File: src/rtl/riscv_core_dcache_store_fifo.sv
`default_nettype none
// ============================================================================
// Module   : riscv_core_dcache_store_fifo
// Brief    : Write-through store FIFO draining as single-beat AXI writes.
//            RAW hazard check enabled by RISCV_DCACHE_STORE_FIFO_RAW_CHECK_EN.
// Revision : 1.0
// ============================================================================
module riscv_core_dcache_store_fifo #(
  parameter int DEPTH            = 4,
  parameter int ADDR_WIDTH       = 64,
  parameter int CORE_DATA_WIDTH  = 64,
  parameter int AXI_DATA_WIDTH   = 256,
  parameter int FIFO_ENTRY_WIDTH = 128
) (
  input  logic                        i_clk,
  input  logic                        i_rst_n,
  input  logic                        i_push,
  input  logic [ADDR_WIDTH-1:0]       i_addr,
  input  logic [CORE_DATA_WIDTH-1:0]  i_data,
  input  logic [1:0]                  i_size,
  output logic                        o_full,
  output logic                        o_empty,
  input  logic [ADDR_WIDTH-1:0]       i_rd_addr,
  output logic                        o_raw_hazard,
  output logic                        o_awvalid,
  input  logic                        i_awready,
  output logic [ADDR_WIDTH-1:0]       o_awaddr,
  output logic                        o_wvalid,
  input  logic                        i_wready,
  output logic [AXI_DATA_WIDTH-1:0]   o_wdata,
  output logic [AXI_DATA_WIDTH/8-1:0] o_wstrb,
  input  logic                        i_bvalid,
  input  logic [1:0]                  i_bresp,
  output logic                        o_bready,
  output logic                        o_bus_err
);

  localparam int c_PTR_W  = $clog2(DEPTH);
  localparam int c_CNT_W  = c_PTR_W + 1;
  localparam int c_STRB_W = AXI_DATA_WIDTH / 8;
  localparam int c_OFF_W  = $clog2(c_STRB_W);

  typedef enum logic [1:0] {
    ST_IDLE = 2'd0,
    ST_SEND = 2'd1,
    ST_RESP = 2'd2
  } state_t;

  state_t                      r_state;
  state_t                      w_state_nxt;
  logic [FIFO_ENTRY_WIDTH-1:0] r_mem  [DEPTH];
  logic [1:0]                  r_size [DEPTH];
  logic [c_PTR_W-1:0]          r_wr_ptr;
  logic [c_PTR_W-1:0]          r_rd_ptr;
  logic [c_CNT_W-1:0]          r_count;
  logic                        r_aw_done;
  logic                        r_w_done;
  logic                        r_bus_err;
  logic                        w_push;
  logic                        w_pop;
  logic                        w_aw_hs;
  logic                        w_w_hs;
  logic [ADDR_WIDTH-1:0]       w_head_addr;
  logic [CORE_DATA_WIDTH-1:0]  w_head_data;
  logic [AXI_DATA_WIDTH-1:0]   w_data_ext;
  logic [7:0]                  w_mask;

  assign o_full    = (r_count == c_CNT_W'(DEPTH));
  assign o_empty   = (r_count == '0);
  assign w_push    = i_push && !o_full;
  assign w_pop     = (r_state == ST_RESP) && i_bvalid;
  assign w_aw_hs   = (r_state == ST_SEND) && !r_aw_done && i_awready;
  assign w_w_hs    = (r_state == ST_SEND) && !r_w_done && i_wready;
  assign o_bus_err = r_bus_err;

  always_ff @(posedge i_clk or negedge i_rst_n) begin
    if (!i_rst_n) begin
      for (int i = 0; i < DEPTH; i++) begin
        r_mem[i]  <= '0;
        r_size[i] <= 2'b00;
      end
    end else if (w_push) begin
      r_mem[r_wr_ptr]  <= FIFO_ENTRY_WIDTH'({i_addr, i_data});
      r_size[r_wr_ptr] <= i_size;
    end
  end

  always_ff @(posedge i_clk or negedge i_rst_n) begin
    if (!i_rst_n) begin
      r_wr_ptr <= '0;
      r_rd_ptr <= '0;
      r_count  <= '0;
    end else begin
      if (w_push) r_wr_ptr <= r_wr_ptr + 1'b1;
      if (w_pop)  r_rd_ptr <= r_rd_ptr + 1'b1;
      case ({w_push, w_pop})
        2'b10:   r_count <= r_count + 1'b1;
        2'b01:   r_count <= r_count - 1'b1;
        default: r_count <= r_count;
      endcase
    end
  end

  always_ff @(posedge i_clk or negedge i_rst_n) begin
    if (!i_rst_n) begin
      r_state   <= ST_IDLE;
      r_aw_done <= 1'b0;
      r_w_done  <= 1'b0;
      r_bus_err <= 1'b0;
    end else begin
      r_state   <= w_state_nxt;
      r_bus_err <= w_pop && (i_bresp != 2'b00);
      if (r_state == ST_IDLE) begin
        r_aw_done <= 1'b0;
        r_w_done  <= 1'b0;
      end else begin
        if (w_aw_hs) r_aw_done <= 1'b1;
        if (w_w_hs)  r_w_done  <= 1'b1;
      end
    end
  end

  always_comb begin
    w_state_nxt = r_state;
    o_awvalid   = 1'b0;
    o_wvalid    = 1'b0;
    o_bready    = 1'b0;
    case (r_state)
      ST_IDLE: begin
        if (!o_empty) w_state_nxt = ST_SEND;
      end
      ST_SEND: begin
        o_awvalid = !r_aw_done;
        o_wvalid  = !r_w_done;
        // Either channel may finish first; a same-cycle handshake counts.
        if ((r_aw_done || w_aw_hs) && (r_w_done || w_w_hs)) w_state_nxt = ST_RESP;
      end
      ST_RESP: begin
        o_bready = 1'b1;
        if (i_bvalid) w_state_nxt = ST_IDLE;
      end
      default: w_state_nxt = ST_IDLE;
    endcase
  end

  assign w_head_addr = r_mem[r_rd_ptr][CORE_DATA_WIDTH +: ADDR_WIDTH];
  assign w_head_data = r_mem[r_rd_ptr][0 +: CORE_DATA_WIDTH];

  always_comb begin
    case (r_size[r_rd_ptr])
      2'b00:   w_mask = 8'h01;
      2'b01:   w_mask = 8'h03;
      2'b10:   w_mask = 8'h0F;
      default: w_mask = 8'hFF;
    endcase
  end

  assign w_data_ext = AXI_DATA_WIDTH'(w_head_data);
  assign o_awaddr   = {w_head_addr[ADDR_WIDTH-1:c_OFF_W], {c_OFF_W{1'b0}}};
  assign o_wdata    = w_data_ext << {w_head_addr[c_OFF_W-1:0], 3'b000};
  // Reset-state head has size 0 (byte mask), so gate strobes while empty.
  assign o_wstrb    = o_empty ? '0 : (c_STRB_W'(w_mask) << w_head_addr[c_OFF_W-1:0]);

`ifdef RISCV_DCACHE_STORE_FIFO_RAW_CHECK_EN
  logic [DEPTH-1:0] w_hit;
  logic [2:0]       w_unused_rd_lsb;

  for (genvar gi = 0; gi < DEPTH; gi++) begin : g_raw
    logic [c_PTR_W-1:0] w_off;
    assign w_off     = c_PTR_W'(gi) - r_rd_ptr;
    assign w_hit[gi] = ({1'b0, w_off} < r_count) &&
                       (r_mem[gi][CORE_DATA_WIDTH+3 +: ADDR_WIDTH-3] == i_rd_addr[ADDR_WIDTH-1:3]);
  end

  assign o_raw_hazard    = |w_hit;
  assign w_unused_rd_lsb = i_rd_addr[2:0];
`else
  logic [ADDR_WIDTH-1:0] w_unused_rd_addr;
  assign o_raw_hazard     = 1'b0;
  assign w_unused_rd_addr = i_rd_addr;
`endif

endmodule
`default_nettype wire

File: config.mk
export PLATFORM = sky130hd
export DESIGN_NAME = riscv_core_dcache_store_fifo
export DESIGN_NICKNAME = d
export VERILOG_FILES = /design/src/rtl/riscv_core_dcache_store_fifo.sv
export SDC_FILE = /design/constraint.sdc
export NUM_CORES = 1
export LEC_CHECK = 0
export CAP_MARGIN = 25
export CORE_MARGIN = 1
export CORE_UTILIZATION = 45
export DETAILED_ROUTE_END_ITERATION = 12
export PLACE_DENSITY = 0.84
export SLEW_MARGIN = 25
export SYNTH_ARGS = -nofsm -noshare
export SYNTH_HDL_FRONTEND = slang
export SYNTH_SLANG_ARGS = --single-unit
File: constraint.sdc
create_clock -name i_clk -period 2.64 [get_ports i_clk]
set_input_delay 0.528 -clock i_clk [delete_from_list [all_inputs] [get_ports i_clk]]
set_output_delay 0.528 -clock i_clk [all_outputs]
set_load 0.05 [all_outputs]
==> results of run 1 <==
-- per-stage QoR --
stage / TNS (ns) / util [%] / setup slack, ns / std cells / area (µm²)
2_1_floorplan: -46.20 / - / -0.247 / 2247 / 31500
4_1_cts: -362.58 / 73.1 / -1.25 / 3962 / 46100
6_report: -356.12 / 74.6 / -1.26 / 3978 / 47000
3_3_place_gp: -150.47 / 68.6 / -0.709 / 3851 / 43200
3_5_place_dp: -159.31 / 68.6 / -0.737 / 3851 / 43200
5_1_grt: -383.83 / 74.6 / -1.32 / 3977 / 47000
-- path summary, 6_finish.rpt --
kind	depth (start not counted)	startpoint	to
max	9	r_rd_ptr[0]	o_wdata[251]
min	2	i_rst_n	r_mem[124]
max reg2reg	8	r_count[1]	r_mem[13]
min reg2reg	1	r_state[1]	r_state[0]
max in group asynchronous	4	i_rst_n	r_mem[448]
min in group i_clk	1	r_state[1]	r_state[0]
-- metal layers --
layer | vias to the layer above | routed length (µm) | GRT usage (%)
met1 | 12326 | 38500 | 38.1
met2 | 1177 | 56200 | 57.7
met5 | - | 111 | 0
met4 | 18 | 6750 | 16.5
met3 | 380 | 8120 | 7.05
li1 | 10076 | - | -
-- final cells by class --
class                           count  area (µm²)
Multi-Input combinational cell   1510       18500
Fill cell                        3508       16000
Sequential cell                   532       13300
Timing Repair Buffer              974       12400
Clock buffer                       64        1370
Tap cell                          846        1060
Clock inverter                     28         293
Inverter                           23        86.3
Antenna cell                        1        2.50
-- cells by family after synthesis --
kind of cell | share of synthesized area [%]
xor gates and xnor gates | 0.184
muxes | 37.5
buffers and inverters | 3.47
other | 0.0131
adders and majority gates | 0.363
and+or+nand+nor | 5.87
AOI/OAI and AO/OA | 6.11
DFF | 46.5
-- sequential cells by signal, summed over array words and instances, names as in the netlist --
register and count:
r_mem 512, r_size 8, r_count 3, r_rd_ptr 2, r_state 2, r_wr_ptr 2
o_bus_err 1, r_aw_done 1, r_w_done 1
-- worst max-delay path: cells and delay by family, from the launching register on --
family / cells / cell delay [ns]
mux: 4 / 1.36
buf+inv: 4 / 0.79
flops: 1 / 0.46
simple gates: 1 / 0.15
-- cell usage in the layout (no fill, tap or decap), drive strengths merged, types with 16 or more instances in the layout --
cell and count:
buf 829, mux2 539, dfrtp 532, nor2 220, mux2i 161, clkdlybuf4s50 141
mux4 130, nand2 102, o22ai 71, clkbuf 67, o21ai 42, a21oi 40
a22oi 28, inv 25, o221ai 25, nor3 21, clkinv 16
-- repair_timing --
action                     in CTS  in global routing
hold endpoints to repair       35                  0
setup endpoints to repair     352                352
hold buffers                    1                  0
gates cloned                    2                  2
gates resized for setup       188                158
buffers inserted               18                 19
pin swaps                      28                 30
==> qor.txt, run 1 <==
antenna violations before repair: 10
worst min-delay path class: input port to async pin
RSZ-0062 raised after global routing: yes
Arr. time, crit path: 3.37 ns
outcome: finished with violations
Final period util: 148%
Yosys reg bits: 532
share of cells above drive strength 1: 67.9%
clk slew on worst S/H paths: 0.06 ns
largest net degree at the start of global routing: 85
final antenna-violating net count: 0
final hold viol count: 0
Critical Path, Cell by Cell: mux4_4 -> clkbuf_16 -> mux2i_1 -> buf_4 -> mux2i_4 -> mux2i_4 -> buf_12 -> nor2_4 -> buf_12
net count reported at finish: 3298
Die X: 254 µm
vias: 23977
post-synthesis to final-layout area growth: 64.1%
Root Driver: clkbuf_16
largest buffer count on any clock path: 3
Final Wtd Congestion: 0.959
violated checks: setup timing
worst slew pin tran: 0.987 ns
Avg Inst Size Synth: 12.8 µm²
top-area cell type share of the netlist area: 46.5%
H-tree Lvls: 2
TritonRoute pass-1 iters: 5
CTS tree: built
FF-to-FF setup slack: 0.58 ns
Max stage delay on crit path: 0.78 ns
post-DR wirelength/cell: 27.6 µm
crit path launch type: register
CP Data Required Time: 2.11 ns
number of remaining DRC errors: 0
Cells after Synth: 2242
GRT Residual Overflow: 0
CP Max Fanout: 19
Final HPWL DP: 80500 µm
die area: 64600 µm²
Critical Path End Type: primary output
area leader, netlist: dfrtp_1
final WL: 110000 µm
Post-Syn Area: 28600 µm²
Avg Vias per Cell: 6.03
synth cell count leaders: mux2_2 (539), dfrtp_1 (532), nor2_1 (216), mux2i_1 (146), mux4_2 (130)
TritonCTS Buffers: 49
first-pass GRT wire length: 160000 µm
row count: 92
slowest library cell on the worst path: mux4_4
fin worst setup slack: -1.26 ns
Initial DRC Count: 1642
Tmin final: 3.90 ns
vias in the first global route: 25341
die height: 254 µm
Pins Over Slew Limit: 0
CP Class: register to primary output
Max Cap Viol: 0
count leader, synth: mux2_2
final hold slack: 0.450 ns
Slew HR: 34.2%
clk_lat worst skew: 0.61 ns
fmax: 257 MHz
io pins: 561
dominant cells by area after synthesis: dfrtp_1 (47%), mux2_2 (21%), mux4_2 (10%)
synth warn: 0
Setup Skew: 0.0300 ns
core area: 63000 µm²
total clock sinks: 532
post-synthesis cell type count: 64
Port Buffers: 490
sequential share of the synthesized area: 46.5%
gr usage total: 32.9%
Async SR Flop Fraction: 100%
number of flops mapped to enable cells by yosys: 0
top_reg_cell synth: dfrtp_1
Setup Viol. Count Final: 351
initial core utilization: 45.5%
Power of run 1 is left out: the tool's default activity adds up to more than one toggle a clock period on the data nets, which glitch-free logic cannot reach.
==> run 2: changes to the inputs <==
Settings changed: CORE_UTILIZATION 45 to 37, PLACE_DENSITY 0.84 to 0.73.
==> run 2 against run 1 <==
Net effect: the flow still finishes with violations (setup timing); critical path depth increased by 2; hold slack better by 0.026 ns; sequential share of layout area down 0.60 points; clock skew down 0.0043 ns; first-iteration DRC count decreased by 23%; critical path type unchanged; largest cell class unchanged; highest routed layer unchanged.
==> qor.txt, run 2 (synthesized netlist as in run 1, its figures left out) <==
outcome: finished with violations
violated checks: setup timing
crit path capture: o_wdata[152]
Tmin final: 3.90 ns
net count reported at finish: 3339
reg-to-reg endpoint: r_count[2]
most frequent cells in the layout: mux2_2 (535), dfrtp_1 (530), buf_4 (437)
vias: 23382
share of cells above drive strength 1: 69.3%
post-DR wirelength/cell: 26.2 µm
Avg Vias per Cell: 5.56
Max Cap Viol: 0
final WL: 110000 µm
max FFs per register: 512
clk_lat worst skew: 0.61 ns
die height: 280 µm
CP Class: register to primary output
TritonCTS Buffers: 53
post-synthesis to final-layout area growth: 67.7%
final-layout fill cell count: 5497
Final HPWL DP: 83600 µm
Setup Viol. Count Final: 349
Port Buffers: 490
largest net degree at the start of global routing: 85
Final period util: 148%
FF-to-FF path depth: 11
largest buffer count on any clock path: 3
Setup Skew: 0.0258 ns
antenna violations before repair: 19
die area: 78500 µm²
initial core utilization: 37.6%
FF-to-FF setup slack: 0.55 ns
core area: 76200 µm²
gr usage total: 27.3%
Initial DRC Count: 1266
Pins Over Slew Limit: 0
clk slew on worst S/H paths: 0.07 ns
RSZ-0062 raised after global routing: yes
Arr. time, crit path: 3.38 ns
CP Data Required Time: 2.11 ns
CTS tree: built
total clock sinks: 532
Worst Setup SP: r_rd_ptr[0]
final antenna-violating net count: 0
Slew HR: 35.7%
Reg with most FFs: r_mem
crit path launch type: register
Critical Path End Type: primary output
CP Max Fanout: 11
Die X: 280 µm
first-pass GRT wire length: 162000 µm
fmax: 256 MHz
GRT Residual Overflow: 0
DP Worst Slack: -0.814 ns
Root Driver: clkbuf_16
number of remaining DRC errors: 0
io pins: 561
fin worst setup slack: -1.26 ns
H-tree Lvls: 2
worst min-delay path class: register to register
vias in the first global route: 25007
FF-to-FF Start: r_count[0]
largest registers: r_mem (512), r_size (8), r_count (3)
commonest non-fill, non-tap cell in the layout: mux2_2
worst slew pin tran: 0.965 ns
TritonRoute pass-1 iters: 7
final hold viol count: 0
Final Wtd Congestion: 0.948
row count: 101
==> run 2: changes by cell type in the layout (fill, tap and decap cells not counted), moves of 5 or more <==
cell | before | now
o22ai_2 | 10 | 15
mux2i_4 | 62 | 77
a22oi_2 | 16 | 24
nand2_2 | 12 | 19
buf_6 | 57 | 76
mux2i_2 | 44 | 33
clkinvlp_4 | 6 | 1
buf_12 | 345 | 334
buf_4 | 415 | 437
clkbuf_16 | 53 | 62
nand2_1 | 78 | 70
a22oi_1 | 12 | 4
==> run 2: worst min path at each step <==
stage                           from         end  slack, ns  cells past startpoint
after floorplan              i_rst_n   o_bus_err       0.23                      0
after global placement    r_state[1]  r_state[0]       0.46                      1
after detailed placement  r_state[1]  r_state[0]       0.47                      1
after CTS                 r_state[1]  r_state[0]       0.48                      1
after global routing       r_mem[61]   r_mem[61]       0.51                      1
final                     r_state[1]  r_state[0]       0.48                      1
==> run 2: critical path: stages, from the launching register on <==
cell     delay [ns]
dfrtp_4        0.51
mux4_4         0.72
buf_12         0.19
buf_12         0.13
buf_12         0.14
mux2i_4        0.19
buf_12         0.15
mux2i_4        0.21
buf_4          0.15
inv_2          0.05
o21ai_4        0.16
buf_12         0.15
==> run 2: through the flow <==
step	area (µm²)	setup TNS, ns	utilization [%]	hold WS [ns]	instances
2_1_floorplan	31500	-46.20	-	0.232	2247
3_3_place_gp	43400	-155.90	56.9	0.455	4044
3_5_place_dp	43400	-161.27	56.9	0.469	4044
4_1_cts	46200	-366.26	60.6	0.478	4159
5_1_grt	48000	-393.16	63.0	0.509	4206
6_report	48000	-361.52	63.0	0.477	4208
==> run 2: per-layer routing <==
layer / part of all wire [%] / GRT usage, % / vias to the layer above
met3: 6.3 / 6.30 / 235
met4: 4.3 / 11.5 / 18
met1: 38 / 31.8 / 12197
met2: 52 / 47.8 / 784
met5: 0.12 / 0 / -
li1: - / - / 10148
==> run 2: final cells by class <==
cell class	count	area (µm²)	area share, %
repair buffers	1011	12700	26.5
inverters	23	86.3	0.180
well taps	1030	1290	2.69
flip-flops and latches	532	13300	27.8
clock inverters	27	384	0.800
multi-input cells	1510	18700	38.9
diodes	5	12.5	0.0261
clock buffers	70	1510	3.15
==> run 2: repair_timing <==
action / CTS / global route
gates resized for setup: 147 / 259
endpoints found under the setup margin: 351 / 352
hold buffers: 1 / 0
hold endpoints to repair: 27 / 0
buffers inserted: 15 / 53
gates cloned: 2 / 6
pin swaps: 24 / 66
Power of run 2 is left out for the same reason.
